===== src/rtl/fsm_event_sequencer_pkg.sv =====
// fsm_event_sequencer_pkg: shared state encoding, default parameters and index-width helper
package fsm_event_sequencer_pkg;
  typedef enum logic [1:0] {
    IDLE     = 2'd0,
    ISSUE    = 2'd1,
    WAIT_ACK = 2'd2,
    GAP      = 2'd3
  } state_t;
  localparam int DEF_N_REQ      = 4;
  localparam int DEF_GAP_CYCLES = 2;
  localparam int DEF_TIMEOUT    = 16;
  localparam int DEF_CNT_W      = 5;
  localparam int DEF_ERR_W      = 8;
  function automatic int idx_w(input int n);
    return n > 1 ? $clog2(n) : 1;
  endfunction
endpackage


===== src/rtl/fsm_event_sequencer_rr_arbiter.sv =====
// fsm_event_sequencer_rr_arbiter: combinational rotate-priority search starting at ptr
//   req    in  N_REQ  pending requests
//   ptr    in  IW     highest-priority requester index
//   winner out N_REQ  one-hot winner (zero when no request)
//   idx    out IW     winner index
module fsm_event_sequencer_rr_arbiter
  import fsm_event_sequencer_pkg::*;
#(
  parameter int N_REQ = DEF_N_REQ,
  parameter int IW    = idx_w(N_REQ)
) (
  input  logic [N_REQ-1:0] req,
  input  logic [IW-1:0]    ptr,
  output logic [N_REQ-1:0] winner,
  output logic [IW-1:0]    idx
);
  // Descending scan so the smallest offset from ptr is the last (winning) assignment.
  always_comb begin
    idx = '0;
    for (int i = N_REQ - 1; i >= 0; i--)
      if (req[(int'(ptr) + i) % N_REQ]) idx = IW'((int'(ptr) + i) % N_REQ);
  end
  assign winner = |req ? N_REQ'(1) << idx : '0;
endmodule


===== src/rtl/fsm_event_sequencer.sv =====
// fsm_event_sequencer: round-robin scheduler of single-cycle event pulses into the control FSM
//   clk     in  1      clock, rising edge
//   rst     in  1      asynchronous active-high reset
//   req     in  N_REQ  level requests, held until granted
//   grant   out N_REQ  one-hot 1-cycle grant to the winner
//   ev_out  out N_REQ  one-hot 1-cycle FSM event pulse, coincident with grant
//   fsm_ack in  1      FSM completion indication
//   done    out 1      1-cycle pulse: command acknowledged
//   timeout out 1      1-cycle pulse: command aborted
//   busy    out 1      high whenever not IDLE
//   err_cnt out ERR_W  saturating timeout count
module fsm_event_sequencer
  import fsm_event_sequencer_pkg::*;
#(
  parameter int N_REQ      = DEF_N_REQ,
  parameter int GAP_CYCLES = DEF_GAP_CYCLES,
  parameter int TIMEOUT    = DEF_TIMEOUT,
  parameter int CNT_W      = DEF_CNT_W,
  parameter int ERR_W      = DEF_ERR_W
) (
  input  logic             clk,
  input  logic             rst,
  input  logic [N_REQ-1:0] req,
  output logic [N_REQ-1:0] grant,
  output logic [N_REQ-1:0] ev_out,
  input  logic             fsm_ack,
  output logic             done,
  output logic             timeout,
  output logic             busy,
  output logic [ERR_W-1:0] err_cnt
);
  localparam int IW = idx_w(N_REQ);
  localparam logic [CNT_W-1:0] TO_LAST  = CNT_W'(TIMEOUT - 1);
  localparam logic [CNT_W-1:0] GAP_LAST = CNT_W'(GAP_CYCLES > 0 ? GAP_CYCLES - 1 : 0);
  // With no guard gap a finished command returns straight to IDLE.
  localparam state_t AFTER_CMD = GAP_CYCLES > 0 ? GAP : IDLE;
  state_t           state;
  logic [CNT_W-1:0] cnt;
  logic [IW-1:0]    ptr;
  logic [IW-1:0]    win;
  logic [N_REQ-1:0] arb_hot;
  logic [IW-1:0]    arb_idx;
  logic             expire;
  fsm_event_sequencer_rr_arbiter #(.N_REQ(N_REQ), .IW(IW)) u_arb (
    .req   (req),
    .ptr   (ptr),
    .winner(arb_hot),
    .idx   (arb_idx)
  );
  // Ack on the final timeout cycle takes precedence over the abort.
  assign expire = !fsm_ack && cnt == TO_LAST;
  assign busy   = state != IDLE;
  assign ev_out = grant;
  always_ff @(posedge clk or posedge rst) begin
    if (rst) begin
      state   <= IDLE;
      cnt     <= '0;
      ptr     <= '0;
      win     <= '0;
      grant   <= '0;
      done    <= 1'b0;
      timeout <= 1'b0;
      err_cnt <= '0;
    end else begin
      grant   <= '0;
      done    <= 1'b0;
      timeout <= 1'b0;
      case (state)
        IDLE: if (|req) begin
          win   <= arb_idx;
          grant <= arb_hot;
          state <= ISSUE;
        end
        ISSUE: begin
          ptr   <= IW'((int'(win) + 1) % N_REQ);
          cnt   <= '0;
          state <= WAIT_ACK;
        end
        WAIT_ACK: begin
          done    <= fsm_ack;
          timeout <= expire;
          cnt     <= fsm_ack || expire ? '0 : cnt + 1'b1;
          state   <= fsm_ack || expire ? AFTER_CMD : WAIT_ACK;
          if (expire && !(&err_cnt)) err_cnt <= err_cnt + 1'b1;
        end
        GAP: begin
          cnt   <= cnt == GAP_LAST ? '0 : cnt + 1'b1;
          state <= cnt == GAP_LAST ? IDLE : GAP;
        end
      endcase
    end
  end
endmodule

===== config.mk =====
export PLATFORM = sky130hd
export DESIGN_NAME = fsm_event_sequencer
export DESIGN_NICKNAME = d
export VERILOG_FILES = /design/src/rtl/fsm_event_sequencer_pkg.sv /design/src/rtl/fsm_event_sequencer_rr_arbiter.sv /design/src/rtl/fsm_event_sequencer.sv
export SDC_FILE = /design/constraint.sdc
export NUM_CORES = 1
export LEC_CHECK = 0
export CAP_MARGIN = 0
export CORE_AREA = 2 2 57 53
export DETAILED_ROUTE_END_ITERATION = 16
export DIE_AREA = 0 0 59 55
export GPL_TIMING_DRIVEN = 1
export MAX_ROUTING_LAYER = met4
export PLACE_DENSITY = 0.85
export SLEW_MARGIN = 10
export SYNTH_ARGS = -nofsm -noshare
export SYNTH_HDL_FRONTEND = slang
export SYNTH_SLANG_ARGS = --single-unit

===== constraint.sdc =====
create_clock -name clk -period 3.3 [get_ports clk]
set_input_delay 0.99 -clock clk [delete_from_list [all_inputs] [get_ports clk]]
set_output_delay 0.99 -clock clk [all_outputs]
set_load 0.01 [all_outputs]

==> flow_metrics.tcl, run 1 <==
set metrics [dict create \
    final_layout_size_suffix_gt1_share_pct 7.692 \
    final-hold-violation-count 0 \
    timing.rr.start "cnt[0]$_DFFE_PP0N_" \
    status "complete, no violations" \
    cts_hold_buf 0 \
    setup_tns_ns 0 \
    finalPower_mw 0.8258 \
    critPathSlowestCell "clkdlybuf4s50_1" \
    timing.fmax_mhz 366.6 \
    p_sw_share_pct 33.31 \
    wl_met2_mm 1.078 \
    antenna_cells 0 \
    hold_path_class "register to register" \
    synth_area_per_cell_um2 10.81 \
    criticalPathCategory "register to primary output" \
    antenna_left 0 \
    period_share_pct 82.66 \
    met3_length_um 109 \
    yosys_register_bits 25 \
    drc 0 \
    cts_tree "done" \
    dp.final_hpwl_mm 1.738 \
    crit_arrival_ns 1.74 \
    gr-usage-all-layers_pct 16.80 \
    cp-startpoint "state[0]$_DFFE_PP0P_" \
    dieArea_um2 3245 \
    grt_pass1_wl_mm 3.788 \
    reg2reg_depth 8 \
    min_from "win[0]$_DFFE_PP0P_" \
    overflow 0 \
    p_comb_share_pct 31.9 \
    path_delay_family "buffers and inverters" \
    numCtsBuffers 3 \
    post_synth_instance_area_um2 1265 \
    vias 932 \
    path_max_fanout 8 \
    drtIter0Drc 54 \
    wl_per_cell_um 13.08 \
    yosysSeqAreaShare_pct 49.46 \
    clk_latency_ns 0.31 \
    path_clk_slew_ns 0.13 \
    drv_slew 0 \
    core_area_um2 2658 \
    io-pin-count 26 \
    p_per_area_nw_per_um2 530.6 \
    switchingPower_mw 0.2750 \
    top_layer_used "met4" \
    path_buf_inv 2 \
    cts_setup_buffers 0 \
    area_delta_synth_final_pct 23.05 \
    peakVddDrop_uv 308.2 \
    antenna_found_initial 0 \
    rrSetupSlack_ns 1.27 \
    syn_nets 128 \
    hold_depth 1 \
    clockPowerShare_pct 16.1 \
    cts-resized-gates 0 \
    gp_congestion 0.7251 \
    root_buffer "clkbuf_4" \
    max_stage_delay_ns 0.50 \
    fin_ws_ns 0.5723 \
    routed_wl_mm 2.263 \
    drv_cap 0 \
    intPower_mw 0.5508 \
    min_to "ptr[0]$_DFFE_PP0N_" \
    synthArstFlopShare_pct 100.0 \
    crit_chain "nor2_2 > inv_1 > clkdlybuf4s50_1" \
    fin_worst_skew_ns 0.003739 \
    wl_met1_mm 1.033 \
    portBuffers 25 \
    start_util_pct 47.60 \
    drt-pass1-iter-count 4 \
    seq_power_share_pct 52.0 \
    cts_sinks 25 \
    dp_slack_ns 0.6956 \
    ys_warn_count 0 \
    worst_pin_slew_ns 0.5005 \
    ys_types 35 \
    n_fill_cell 233 \
    viasPerCell 5.387 \
    grt_max_degree 26 \
    min_period_ns 2.728 \
    cellLeakagePower_nw 0.7155 \
    multi_input_area_um2 575.6 \
    clk_path_buf_depth 2 \
    die_width_um 59 \
    rr_endpoint "err_cnt[6]$_DFFE_PP0P_" \
    finalSetupViolCount 0 \
    rows 18 \
    h-tree-depth 1 \
    seq_area_um2 625.6 \
    fin_nets 155 \
    synth_edf_count 0 \
    required_ns 2.31 \
    synth_flop_cell "dfrtp_1" \
    rsz0062_at_grt "no" \
    syn-instance-count 117 \
    relSlewSlack_pct 66.52 \
    endpoint_kind "primary output" \
    die_h_um 55 \
    first_global_vias 872 \
    start_kind "register" \
]
## worst register-to-register path, cell delays in order (launching register included)
cell	delay, ns
dfrtp_1	0.45
ha_1	0.21
and3_1	0.17
ha_1	0.18
nand4bb_1	0.17
inv_2	0.13
nand4_1	0.14
nor2_1	0.14
mux2_1	0.33
## final cells by class
class	instances	share of cell area (%)
repair buffers	26	16.56
clock buffers	4	1.688
inverters	9	2.170
multi-input cells	79	36.98
flip-flops and latches	25	40.19
well taps	30	2.412
## state kept, by name, indices dropped and copies added, names as in the netlist
signal and cells:
ev_out 4, err_cnt 8, win 2, state 2
ptr 2, cnt 5, done 1, timeout 1
## per-layer routing
metal,track usage (%),vias to the layer above
met3,5.116,4
met4,7.955,0
met5,-,-
li1,-,467
met2,26.67,28
met1,19.79,433
## worst max-delay path by stage
stage	end	slack, ns	cells after the start
final	busy	0.57	3
after global placement	err_cnt[7]$_DFFE_PP0P_	0.75	5
after floorplan	err_cnt[6]$_DFFE_PP0P_	1.29	5
after global routing	busy	0.45	3
after detailed placement	win[1]$_DFFE_PP0P_	0.70	3
after CTS	busy	0.54	3
## power groups by stage
stage	combinational (mW)	sequential (mW)	clock, mW
global placement	0.258	0.429	0
CTS	0.269	0.430	0.142
global route	0.303	0.443	0.156
floorplan	0.197	0.423	0
detailed placement	0.269	0.436	0
finish	0.263	0.429	0.133
## synth_stat cells, types with 2 or more instances
master	instances	area share, %
nor3b_1	3	1.8
mux2i_1	2	1.6
nand4_1	3	1.5
a21oi_1	6	2.4
nor3_1	2	0.79
and3_1	2	0.99
nand2b_1	5	2.5
nand3_1	2	0.79
nor2_1	8	2.4
o21ai_0	3	1.2
dfrtp_1	25	49
inv_1	8	2.4
o22ai_1	2	0.99
nand2_1	12	3.6
o21ai_1	3	1.2
buf_4	4	2.4
mux2_1	6	5.3
ha_1	4	4.0
## kinds of logic after synthesis
family	share of synthesized area, %
compound gates	13.45
xor+xnor	1.385
fa+ha+maj	3.957
buf+inv	5.044
flops	49.46
mux	7.814
simple gates	18.89
## layout by cell type (no fill, tap or decap), types with 2 or more instances in the layout
cell / count
clkbuf_4: 3
nand4_1: 3
nand3_1: 2
o22ai_1: 2
and3_1: 2
nand2b_1: 5
nor3_1: 2
inv_1: 8
mux2i_1: 2
ha_1: 4
nor3b_1: 3
o21ai_1: 3
dfrtp_1: 25
mux2_1: 6
nor2_1: 8
o21ai_0: 3
a21oi_1: 6
nand2_1: 12
clkdlybuf4s50_1: 25
## stage by stage
stage	utilization [%]	hold WS, ns	instances	instance area (um^2)
3_5_place_dp	57.58	0.5058	169	1530
5_1_grt	58.57	0.5802	173	1556
2_1_floorplan	-	0.4717	117	1265
6_report	58.57	0.5233	173	1556
3_3_place_gp	57.58	0.4895	169	1530
4_1_cts	58.57	0.5275	173	1556
No activity file was read; power rests on OpenSTA's default activity.
==> run 2: changes to the inputs <==
Settings changed: CORE_AREA 2 2 57 53 to 2 2 59 56, DIE_AREA 0 0 59 55 to 0 0 61 58, PLACE_DENSITY 0.85 to 0.82.
Clock period 3.3 ns to 2.35 ns, I/O delays scaled along.
==> run 2 against run 1 <==
Compared with the run above: flip-flop and latch count unchanged; sequential power increased by 41%; setup slack worse by 0.46 ns; combinational power rose by 48%; worst hold slack better by 0.0023 ns; final cell count grew 9.2%; critical endpoint unchanged; largest power group unchanged; highest routed layer unchanged.
==> flow_metrics.tcl, run 2 (same netlist as run 1, synthesis figures left out) <==
set metrics [dict create \
    peakVddDrop_uv 417.8 \
    antenna_left 0 \
    vias 974 \
    start_util_pct 43.26 \
    finalSetupViolCount 0 \
    cp-startpoint "state[1]$_DFFE_PP0P_" \
    gr-usage-all-layers_pct 15.85 \
    reg2reg_depth 7 \
    hold_path_class "register to register" \
    io-pin-count 26 \
    path_clk_slew_ns 0.15 \
    final-hold-violation-count 0 \
    drv_cap 0 \
    stdcell_count 189 \
    drv_slew 0 \
    cts_sinks 25 \
    layout_common_cells "clkdlybuf4s50_1, dfrtp_1, nand2_1, inv_1, nor2_1" \
    overflow 0 \
    regMostFlops "err_cnt" \
    die_width_um 61 \
    dp_slack_ns 0.06544 \
    wl_per_cell_um 12.89 \
    criticalPathCategory "register to primary output" \
    rr_endpoint "err_cnt[7]$_DFFE_PP0P_" \
    first_global_vias 922 \
    relSlewSlack_pct 76.00 \
    setup_tns_ns 0 \
    rrSetupSlack_ns 0.28 \
    gp_congestion 0.8197 \
    start_kind "register" \
    finalPower_mw 1.196 \
    p_per_area_nw_per_um2 744.3 \
    crit_end "busy" \
    required_ns 1.64 \
    numCtsBuffers 3 \
    antenna_found_initial 0 \
    core_area_um2 2924 \
    cts_hold_buf 0 \
    min_period_ns 2.234 \
    drtIter0Drc 26 \
    layout_commonest_cell "clkdlybuf4s50_1" \
    portBuffers 25 \
    clk_path_buf_depth 2 \
    clk_latency_ns 0.33 \
    crit_arrival_ns 1.53 \
    grt_pass1_wl_mm 4.002 \
    dieArea_um2 3538 \
    h-tree-depth 1 \
    timing.rr.start "cnt[0]$_DFFE_PP0N_" \
    place_inst 185 \
    grt_max_degree 26 \
    rows 19 \
    largest_reg_flops 8 \
    worst_pin_slew_ns 0.3600 \
    fin_util_pct 54.94 \
    drc 0 \
    die_h_um 58 \
    root_buffer "clkbuf_4" \
    cts_tree "done" \
    endpoint_kind "primary output" \
    rsz0062_at_grt "no" \
    period_share_pct 95.04 \
    cellLeakagePower_nw 0.7334 \
    routed_wl_mm 2.436 \
    fin_nets 159 \
    n_fill_cell 270 \
    cts_setup_buffers 0 \
    dp.final_hpwl_mm 1.851 \
    fin_worst_skew_ns 0.01314 \
    cts-resized-gates 0 \
    status "complete, no violations" \
    timing.fmax_mhz 447.7 \
    fin_ws_ns 0.1165 \
    viasPerCell 5.153 \
    area_delta_synth_final_pct 27.00 \
    path_max_fanout 7 \
    final_layout_size_suffix_gt1_share_pct 11.56 \
    drt-pass1-iter-count 4 \
    antenna_cells 0 \
]
run 2: how the worst min path moves through the flow:
stage	from	to	slack (ns)	cells past startpoint
after floorplan	ptr[0]$_DFFE_PP0N_	ptr[0]$_DFFE_PP0N_	0.47	2
after global placement	win[0]$_DFFE_PP0P_	ptr[0]$_DFFE_PP0N_	0.49	1
after detailed placement	ptr[0]$_DFFE_PP0N_	ptr[0]$_DFFE_PP0N_	0.51	2
after CTS	win[0]$_DFFE_PP0P_	ptr[0]$_DFFE_PP0N_	0.54	1
after global routing	win[0]$_DFFE_PP0P_	ptr[0]$_DFFE_PP0N_	0.55	1
final	win[0]$_DFFE_PP0P_	ptr[0]$_DFFE_PP0N_	0.53	1
run 2: routing by layer:
layer  vias to the layer above  part of all wire, %  GRT usage, %
met5                         -                    0             -
met4                         0                  2.5         7.453
met3                         8                  4.3         5.134
met2                        25                   49         23.81
met1                       466                   44         19.24
li1                        475                    -             -
run 2: cell type report:
type | instances | area (um^2) | share of cell area [%]
Sequential cell | 25 | 626.9 | 39.02
Multi-Input combinational cell | 79 | 575.6 | 35.83
Clock inverter | 1 | 7.507 | 0.4673
Tap cell | 42 | 52.55 | 3.271
Inverter | 9 | 33.78 | 2.103
Clock buffer | 3 | 22.52 | 1.402
Timing Repair Buffer | 30 | 287.8 | 17.91
run 2: power by group:
part | internal [mW] | switching (mW)
clock | 0.0653 | 0.138
sequential | 0.512 | 0.0929
combinational | 0.209 | 0.179
run 2: through the flow:
step | hold WS [ns] | instance area (um^2)
3_5_place_dp | 0.5091 | 1575
3_3_place_gp | 0.4893 | 1575
4_1_cts | 0.5357 | 1605
5_1_grt | 0.5537 | 1607
2_1_floorplan | 0.4717 | 1265
6_report | 0.5256 | 1607
run 2: critical path, cell delays in order, from the launching register on:
cell and delay, ns:
dfrtp_1 0.49, nor2_2 0.06, inv_1 0.10, clkdlybuf4s50_1 0.55
==> run 3: changes to the inputs <==
Settings changed: CORE_AREA 2 2 59 56 to 2 2 61 58, DIE_AREA 0 0 61 58 to 0 0 63 60, PLACE_DENSITY 0.82 to 0.83, SYNTH_HIERARCHICAL set to 1.
==> run 3 against run 2 <==
Compared with the run above: flip-flop and latch count did not move; sequential power rose by 1%; global-route usage barely moved; synthesized cell count rose by 20%; utilization fell by 1.4 points.
==> flow_metrics.tcl, run 3 <==
set metrics [dict create \
    first_global_vias 1098 \
    viasPerCell 5.462 \
    overflow 0 \
    ys_warn_count 6 \
    drv_slew 0 \
    area_delta_synth_final_pct 22.39 \
    cts_hold_buf 0 \
    path_max_fanout 3 \
    h-tree-depth 1 \
    layout_common_cells "dfrtp_1, clkdlybuf4s50_1, inv_1, buf_4, a21oi_1" \
    finalSetupViolCount 0 \
    root_buffer "clkbuf_4" \
    regMostFlops "err_cnt" \
    relSlewSlack_pct 74.92 \
    required_ns 1.64 \
    synth_flop_cell "dfrtp_1" \
    gr-usage-all-layers_pct 15.84 \
    gp_congestion 0.8780 \
    die_h_um 60 \
    start_util_pct 43.78 \
    endpoint_kind "primary output" \
    synth_edf_count 0 \
    antenna_left 0 \
    hold_path_class "register to register" \
    synthTopCellsByArea "dfrtp_1, buf_4, ha_1" \
    yosys_register_bits 25 \
    peakVddDrop_uv 356.3 \
    seq_area_um2 625.6 \
    core_area_um2 3178 \
    timing.rr.start "cnt[0]$_DFFE_PP0N_" \
    crit_chain "nor2_1 > inv_1 > clkdlybuf4s50_1" \
    grt_pass1_wl_mm 4.581 \
    rows 20 \
    p_per_area_nw_per_um2 746.2 \
    setup_tns_ns 0 \
    drc 0 \
    post_synth_instance_area_um2 1391 \
    yosysTopAreaCellShare_pct 44.96 \
    dp.final_hpwl_mm 2.070 \
    cts_sinks 25 \
    crit_arrival_ns 1.51 \
    antenna_found_initial 0 \
    fin_nets 178 \
    n_fill_cell 278 \
    yosysSeqAreaShare_pct 44.96 \
    grt_max_degree 26 \
    syn_nets 151 \
    max_stage_delay_ns 0.49 \
    cp.depth 3 \
    netlist.top_cell.by_area "dfrtp_1" \
    numCtsBuffers 3 \
    clk_path_buf_depth 2 \
    criticalPathCategory "register to primary output" \
    worst_pin_slew_ns 0.3734 \
    cts_tree "done" \
    drtIter0Drc 67 \
    synthArstFlopShare_pct 100.0 \
    ys_types 41 \
    rrSetupSlack_ns 0.29 \
    status "complete, no violations" \
    path_delay_family "buffers and inverters" \
    multi_input_area_um2 640.6 \
    io-pin-count 26 \
    final_layout_size_suffix_gt1_share_pct 9.639 \
    rsz0062_at_grt "no" \
    portBuffers 25 \
    start_kind "register" \
    fin_worst_skew_ns 0.008946 \
    rr_endpoint "cnt[4]$_DFFE_PP0N_" \
    min_period_ns 2.213 \
    syn-instance-count 140 \
    synth_area_per_cell_um2 9.938 \
    final-hold-violation-count 0 \
    period_share_pct 94.17 \
    synthTopCellsByCount "dfrtp_1, inv_1, a21oi_1, buf_4" \
    dieArea_um2 3780 \
    drt-pass1-iter-count 4 \
    path_clk_slew_ns 0.14 \
    antenna_cells 0 \
    path_buf_inv 2 \
    drv_cap 0 \
    clk_latency_ns 0.32 \
    cellLeakagePower_nw 0.7612 \
    reg2reg_depth 6 \
    timing.fmax_mhz 451.9 \
    largest_reg_flops 8 \
    finalPower_mw 1.271 \
    vias 1147 \
    crit_end "busy" \
    wl_per_cell_um 12.78 \
    critPathSlowestCell "clkdlybuf4s50_1" \
    routed_wl_mm 2.683 \
    fin_util_pct 53.58 \
    yosysMostFrequentCell "dfrtp_1" \
    die_width_um 63 \
    cts-resized-gates 0 \
    cp-startpoint "state[1]$_DFFE_PP0P_" \
    cts_setup_buffers 0 \
]
-- run 3: cell types whose count changed after synthesis, moves of 3 or more --
cell / previous run / this run
nand2_1: 12 / 6
nor3b_1: 3 / 0
nand4_1: 3 / 6
o21ai_0: 3 / 6
nand2b_1: 5 / 1
xnor2_1: 1 / 5
mux2_1: 6 / 3
buf_4: 4 / 7
and2_1: 0 / 6
inv_1: 8 / 11
and3_1: 2 / 5
a31oi_1: 0 / 4
-- run 3: cell families (layout without fill, tap and decap cells) --
family,Yosys count,after routing,share of synthesized area (%)
AO/OA/AOI/OAI,37,37,17.62
XOR/XNOR,6,6,3.777
adder cells (fa/ha/maj),4,4,3.597
buffers and inverters,22,48,8.992
flip-flops,25,25,44.96
multiplexers,6,6,4.766
AND/OR/NAND/NOR,40,40,16.28
-- run 3: stage by stage --
| stage | worst slack, ns | area (um^2) | cells | hold WS [ns] |
|---|---|---|---|---|
| 3_5_place_dp | 0.1370 | 1673 | 206 | 0.5119 |
| 2_1_floorplan | 0.4074 | 1391 | 140 | 0.4757 |
| 5_1_grt | 0.01513 | 1703 | 210 | 0.5439 |
| 4_1_cts | 0.1190 | 1703 | 210 | 0.5311 |
| 6_report | 0.1369 | 1703 | 210 | 0.5333 |
| 3_3_place_gp | 0.1916 | 1673 | 206 | 0.4841 |
-- run 3: where the power goes --
group          leakage (nW)  internal (mW)  switching (mW)
logic                 0.415          0.233           0.232
clock network        0.0139         0.0651           0.131
registers             0.332          0.511          0.0994
total                 0.761          0.809           0.462
-- run 3: per-layer routing --
layer,up-vias,part of all wire (%),GRT usage [%]
met5,-,0,-
met4,0,1.0,4.444
met3,8,4.8,4.708
met2,38,53,28.57
met1,551,41,17.19
li1,550,-,-
-- run 3: final cells by class --
cell class | instances | share of cell area, %
clock buffers | 3 | 1.323
repair buffers | 33 | 18.22
flip-flops and latches | 25 | 36.74
inverters | 11 | 2.425
clock inverters | 1 | 0.4409
well taps | 44 | 3.233
multi-input cells | 93 | 37.62
-- run 3: worst min path at each step --
stage                                 from                      to  cells past startpoint
floorplan               win[0]$_DFFE_PP0P_      ptr[0]$_DFFE_PP0N_                      1
global placement        win[0]$_DFFE_PP0P_      ptr[0]$_DFFE_PP0N_                      1
detailed placement  err_cnt[6]$_DFFE_PP0P_  err_cnt[6]$_DFFE_PP0P_                      1
CTS                 err_cnt[6]$_DFFE_PP0P_  err_cnt[6]$_DFFE_PP0P_                      1
global route        err_cnt[6]$_DFFE_PP0P_  err_cnt[6]$_DFFE_PP0P_                      1
finish              err_cnt[6]$_DFFE_PP0P_  err_cnt[6]$_DFFE_PP0P_                      1
-- run 3: worst reg2reg max path, delay by kind of cell (launching register included) --
family	cells	cell delay, ns
simple gates	2	0.57
flops	1	0.46
fa+ha+maj	2	0.49
compound gates	2	0.44
